[src/rtl/bcd_digit_scanner.sv]
// bcd_digit_scanner
//
// Time-multiplexed driver for a four-digit common-anode 7-segment display.
// Each digit owns a slot of PRESCALE clock cycles. The first BLANK_CYCLES
// cycles of a slot keep all anodes off to suppress ghosting. The remaining
// cycles light the digit selected by idx. New display data is double
// buffered. A load while scanning lands in the shadow register and is
// committed only at a frame boundary, so a frame never mixes old and new
// digits.
//
// Optional build feature: define LEADING_ZERO_BLANK_EN to suppress leading
// zeros on digits 3..1. Digit 0 is always shown. When the macro is not
// defined, every digit is always shown.

module bcd_digit_scanner #(
    parameter int PRESCALE     = 1000,
    parameter int BLANK_CYCLES = 8
) (
    input  logic        clk,
    input  logic        rst_n,
    input  logic        en,
    input  logic        load,
    input  logic [15:0] digits_in,
    output logic [3:0]  digit_out,
    output logic [3:0]  an,
    output logic        frame_done,
    output logic        bad_digit
);

    typedef enum logic [1:0] {
        IDLE  = 2'd0,
        BLANK = 2'd1,
        SHOW  = 2'd2
    } state_t;

    localparam logic [15:0] CNT_LAST   = 16'(PRESCALE - 1);
    localparam logic [15:0] BLANK_LAST = 16'(BLANK_CYCLES - 1);

    state_t      state_q, state_d;
    logic [15:0] cnt_q, cnt_d;
    logic [1:0]  idx_q, idx_d;
    logic [15:0] active_q, active_d;
    logic [15:0] shadow_q, shadow_d;
    logic        pend_q, pend_d;
    logic        bad_q, bad_d;

    logic [3:0]  cur_nib;
    logic        suppress;
    logic        nib_bad;
    logic        slot_end;
    logic        frame_end;

    // Select the nibble for the current slot and work out whether it is
    // suppressed as a leading zero or is not a legal BCD value.
    always_comb begin
        cur_nib = 4'h0;
        case (idx_q)
            2'd0: cur_nib = active_q[3:0];
            2'd1: cur_nib = active_q[7:4];
            2'd2: cur_nib = active_q[11:8];
            2'd3: cur_nib = active_q[15:12];
            default: cur_nib = 4'h0;
        endcase

        suppress = 1'b0;
`ifdef LEADING_ZERO_BLANK_EN
        case (idx_q)
            2'd3: suppress = (active_q[15:12] == 4'h0);
            2'd2: suppress = (active_q[15:8] == 8'h00);
            2'd1: suppress = (active_q[15:4] == 12'h000);
            default: suppress = 1'b0;
        endcase
`endif

        nib_bad   = (cur_nib > 4'd9);
        slot_end  = (state_q == SHOW) && (cnt_q == CNT_LAST);
        frame_end = slot_end && (idx_q == 2'd3);
    end

    // Drive the display outputs purely from registered state. Anodes stay
    // off outside SHOW, and also for suppressed or invalid digits.
    always_comb begin
        an         = 4'b1111;
        digit_out  = 4'h0;
        frame_done = frame_end;
        bad_digit  = bad_q;
        if ((state_q == SHOW) && !suppress && !nib_bad) begin
            an        = ~(4'b0001 << idx_q);
            digit_out = cur_nib;
        end
    end

    // Compute the next slot state, advance the counters, and handle the
    // double-buffered data path and the sticky invalid-digit flag.
    always_comb begin
        state_d  = state_q;
        cnt_d    = cnt_q;
        idx_d    = idx_q;
        active_d = active_q;
        shadow_d = shadow_q;
        pend_d   = pend_q;
        bad_d    = bad_q;

        case (state_q)
            IDLE: begin
                cnt_d = 16'd0;
                idx_d = 2'd0;
                if (en) begin
                    state_d = BLANK;
                end
            end
            BLANK: begin
                cnt_d = cnt_q + 16'd1;
                if (cnt_q == BLANK_LAST) begin
                    state_d = SHOW;
                end
            end
            SHOW: begin
                if (slot_end) begin
                    cnt_d   = 16'd0;
                    idx_d   = idx_q + 2'd1;
                    state_d = BLANK;
                end else begin
                    cnt_d = cnt_q + 16'd1;
                end
            end
            default: begin
                state_d = IDLE;
                cnt_d   = 16'd0;
                idx_d   = 2'd0;
            end
        endcase

        // Dropping enable parks the scanner immediately. Any pending shadow
        // data is kept for the next frame boundary.
        if (!en) begin
            state_d = IDLE;
            cnt_d   = 16'd0;
            idx_d   = 2'd0;
        end

        // The flag is latched only for a digit that would actually be lit.
        // Suppressed leading zeros never reach this check.
        if ((state_q == SHOW) && !suppress && nib_bad) begin
            bad_d = 1'b1;
        end

        // While idle nothing is on screen, so a load can go straight to the
        // active register. It also drops any stale pending data so that the
        // newest value wins.
        if (load) begin
            if (state_q == IDLE) begin
                active_d = digits_in;
                pend_d   = 1'b0;
            end else begin
                shadow_d = digits_in;
                pend_d   = 1'b1;
            end
        end

        // Commit buffered data only at the end of the digit-3 slot. A load on
        // that same cycle bypasses the shadow so that it still takes effect
        // at this boundary.
        if (frame_end) begin
            if (load) begin
                active_d = digits_in;
                pend_d   = 1'b0;
            end else if (pend_q) begin
                active_d = shadow_q;
                pend_d   = 1'b0;
            end
        end
    end

    // State register with synchronous active-low reset.
    always_ff @(posedge clk) begin
        if (!rst_n) begin
            state_q  <= IDLE;
            cnt_q    <= 16'd0;
            idx_q    <= 2'd0;
            active_q <= 16'h0000;
            shadow_q <= 16'h0000;
            pend_q   <= 1'b0;
            bad_q    <= 1'b0;
        end else begin
            state_q  <= state_d;
            cnt_q    <= cnt_d;
            idx_q    <= idx_d;
            active_q <= active_d;
            shadow_q <= shadow_d;
            pend_q   <= pend_d;
            bad_q    <= bad_d;
        end
    end

endmodule
[config.mk]
export PLATFORM = sky130hd
export DESIGN_NAME = bcd_digit_scanner
export DESIGN_NICKNAME = d
export VERILOG_FILES = /design/src/rtl/bcd_digit_scanner.sv
export SDC_FILE = /design/constraint.sdc
export NUM_CORES = 1
export LEC_CHECK = 0
export CAP_MARGIN = 25
export CORE_MARGIN = 2
export CORE_UTILIZATION = 30
export DETAILED_ROUTE_END_ITERATION = 16
export SYNTH_ARGS = -nofsm -noshare
export SYNTH_HDL_FRONTEND = slang
export SYNTH_SLANG_ARGS = --single-unit
[constraint.sdc]
create_clock -name clk -period 2.6 [get_ports clk]
set_clock_uncertainty 0.05 [all_clocks]
set_input_delay 0.39 -clock clk [delete_from_list [all_inputs] [get_ports clk]]
set_output_delay 0.39 -clock clk [all_outputs]
set_load 0.005 [all_outputs]
==> reports/results.tsv <==
stage	metric	value	unit
die	Die W	104	um
die	Initial Util	30.9	%
setup_path	Slowest cell on crit path	a222oi_1	
clock_tree	Root Driver	clkbuf_8	
setup_path	CP endpoint kind	output pin	
logic_synthesis	Distinct cells, synth	45	
logic_synthesis	EDFF count, synth	0	
clock_tree	Clock Latency Late Sink	0.31	ns
setup_path	Crit path arrival time	2.16	ns
power_and_ir_drop	static leakage	0.00142	uW
timing	FMAX	385	MHz
logic_synthesis	largest cells by area after synthesis	dfxtp_1 36%, mux2i_1 11%, nand2_1 8.1%	
setup_path	CP max stage delay	0.42	ns
finish	share of cells above drive strength 1	15.0	%
die	io pins	30	
placement	routability congestion estimate	0.771	
grt	first-pass GRT wire length	12600	um
clock_tree	Clock transition at path regs	0.10	ns
die	Die Y	104	um
route	DR vias/cell	4.97	
clock_tree	cts hold-fix bufs	0	
setup_path	Critical Path RT	2.16	ns
grt	gr ovfl total	0	
clock_tree	H-tree levels	2	
power_and_ir_drop	Max VDD drop	0.231	mV
logic_synthesis	post-synth top area cell	dfxtp_1	
placement	Port Buf Inserts	29	
die	FP Rows	36	
timing	Hold Fails Final Rpt	0	
setup_path	Crit Path Max Fanout	5	
finish	post-route cell area	3700	um2
setup_path	CP startpoint kind	register	
clock_tree	clock buffer depth	2	
die	die footprint	10800	um2
setup_path	CP Class	reg2out	
route	final WL	7850	um
route	Vias	2615	
timing	final setup fails	0	
clock_tree	Clock Sink Count	54	
route	Pre-antenna DRT Iters	4	
power_and_ir_drop	power per cell area	442	nW/um2
flow_run	max cap viols	0	
logic_synthesis	Ys Warns	0	
clock_tree	CTS buffer count	5	
logic_synthesis	main flop type after synthesis	dfxtp_1	
finish	antenna diode count	0	
logic_synthesis	syn_area_per_cell	8.49	um2
clock_tree	TritonCTS clock tree	done	
route	M1 WL	3780	um
finish	Area Overhead vs Synth	23.1	%
timing	worst slew pin tran	0.557	ns
min_path	worst min-delay path class	reg2reg	
logic_synthesis	Post-Syn Instances	354	
route	routed wl met2	3690	um
logic_synthesis	Mapped Nets	384	
setup_path	worst-path cell chain	buf_6 > ha_4 > a222oi_1 > buf_4 > a21oi_2 > a21oi_2 > buf_4 > buf_6 > nand2_1 > clkbuf_2	
timing	Max-slew headroom	62.8	%
timing	TNS Setup	0	ns
power_and_ir_drop	Pwr Total	1640	uW
placement	dpl hpwl	5170	um
placement	dpl cell area	3460	um2
placement	pre-CTS setup slack	-0.0781	ns
route	DRC viols	0	
finish	Final #Nets	422	
run_status	outcome	finished, final reports clean	
timing	crit path time final	2.60	ns
grt	largest net degree at the start of global routing	36	
route	metal3 WL	265	um
logic_synthesis	Synth Register Bits	54	
grt	initial antenna violation count	0	
timing	RSZ-0062 raised after global routing	yes	
grt	Tot GR Track Use	14.3	%
die	core area	9730	um2
route	DR WL/cell	14.9	um
finish	fin util	38.0	%
route	top routing layer in use	met4	
route	Routed Antenna Nets	0	
logic_synthesis	Post-synth ARST share	0	%
timing	Final Worst Setup Slack	0.00249	ns
route	DRT iter0 DRCs	82	
logic_synthesis	post-synth top area share	36.0	%
logic_synthesis	cell area after synthesis	3010	um2
logic_synthesis	post-synthesis sequential area ratio	36.0	%
grt	vias in the first global route	2498	
timing	period utilization	99.9	%
timing	Final Max Slew Viols	0	
-- placed cells by master (no fill, tap or decap), types with 5 or more instances in the layout --
cell type	Yosys	routed
a21boi_0	13	13
o211a_1	17	17
xnor2_1	9	9
o21ai_0	36	36
nand2_1	65	64
clkdlybuf4s50_1	0	20
buf_4	0	24
nor3_1	15	15
clkbuf_8	0	5
ha_1	10	7
mux2i_1	33	33
dfxtp_1	54	50
inv_1	11	8
nor2_1	5	5
-- logic make-up after synthesis --
family / count (synthesis) / share of synthesized area [%]
AND/OR/NAND/NOR: 121 / 19.8
AO/OA/AOI/OAI: 90 / 21.1
flip-flops: 54 / 36.0
buffers and inverters: 35 / 4.87
multiplexers: 33 / 11.0
XOR/XNOR: 11 / 3.20
adder cells (fa/ha/maj): 10 / 4.16
-- through the flow --
step,hold slack [ns],cells
after global placement,0.394,505
after CTS,0.394,523
after detailed placement,0.408,505
after global routing,0.439,526
after floorplan,0.385,354
final,0.419,526
-- cell type report --
class | count | area [um2]
clock buffer | 7 | 76.3
clock inverter | 1 | 30.0
fill | 1041 | 6030
inverter | 11 | 41.3
multi-input combinational | 265 | 1830
sequential | 54 | 1090
tap | 133 | 166
timing repair buffer | 55 | 467
-- layer usage --
layer	global-route usage (%)	vias up
li1	-	1334
met5	0	-
met1	18.9	1243
met2	23.7	29
met4	3.86	0
met3	2.94	9
-- final timing paths --
kind	from	endpoint	slack, ns	cells past startpoint
max	idx_q[1]	an[3]	0.002	10
min	shadow_q[0]	shadow_q[0]	0.42	2
max reg2reg	cnt_q[0]	cnt_q[11]	0.71	7
min reg2reg	shadow_q[0]	shadow_q[0]	0.42	2
-- repair_timing --
action / 4_1_cts / 5_1_grt
gates cloned: 0 / 0
endpoints found under the setup margin: 9 / 8
gates resized for setup: 25 / 24
pin swaps: 7 / 7
setup buffers: 10 / 3
-- Yosys cell counts (all sizes together), types with 5 or more instances --
| cell | n |
|---|---|
| nor2 | 5 |
| nor3 | 15 |
| inv | 11 |
| xnor2 | 9 |
| clkbuf | 17 |
| o211a | 17 |
| a21boi | 16 |
| dfxtp | 54 |
| nand2 | 65 |
| mux2i | 33 |
| nor4 | 5 |
| o21ai | 36 |
| ha | 10 |
| buf | 7 |
| nand3 | 5 |
-- flip-flops by register name, summed over array words and instances (netlist names) --
register,flops
active_q,16
cnt_q,16
shadow_q,16
idx_q,2
state_q,2
bad_digit,1
pend_q,1
-- where the power goes --
part | internal [uW] | leakage [uW] | switching, uW
sequential | 851 | 0.000442 | 24.7
combinational | 95.1 | 0.000928 | 97.9
clock | 289 | 0.0000524 | 279
total | 1240 | 0.00142 | 402
-- worst max-delay path, delay by kind of cell, from the launching register on --
family / cells / cell delay (ns)
AOI/OAI and AO/OA: 3 / 0.64
adders and majority gates: 1 / 0.16
buffers and inverters: 5 / 0.67
DFF: 1 / 0.35
and+or+nand+nor: 1 / 0.05
(Power assumes the default switching activity.)
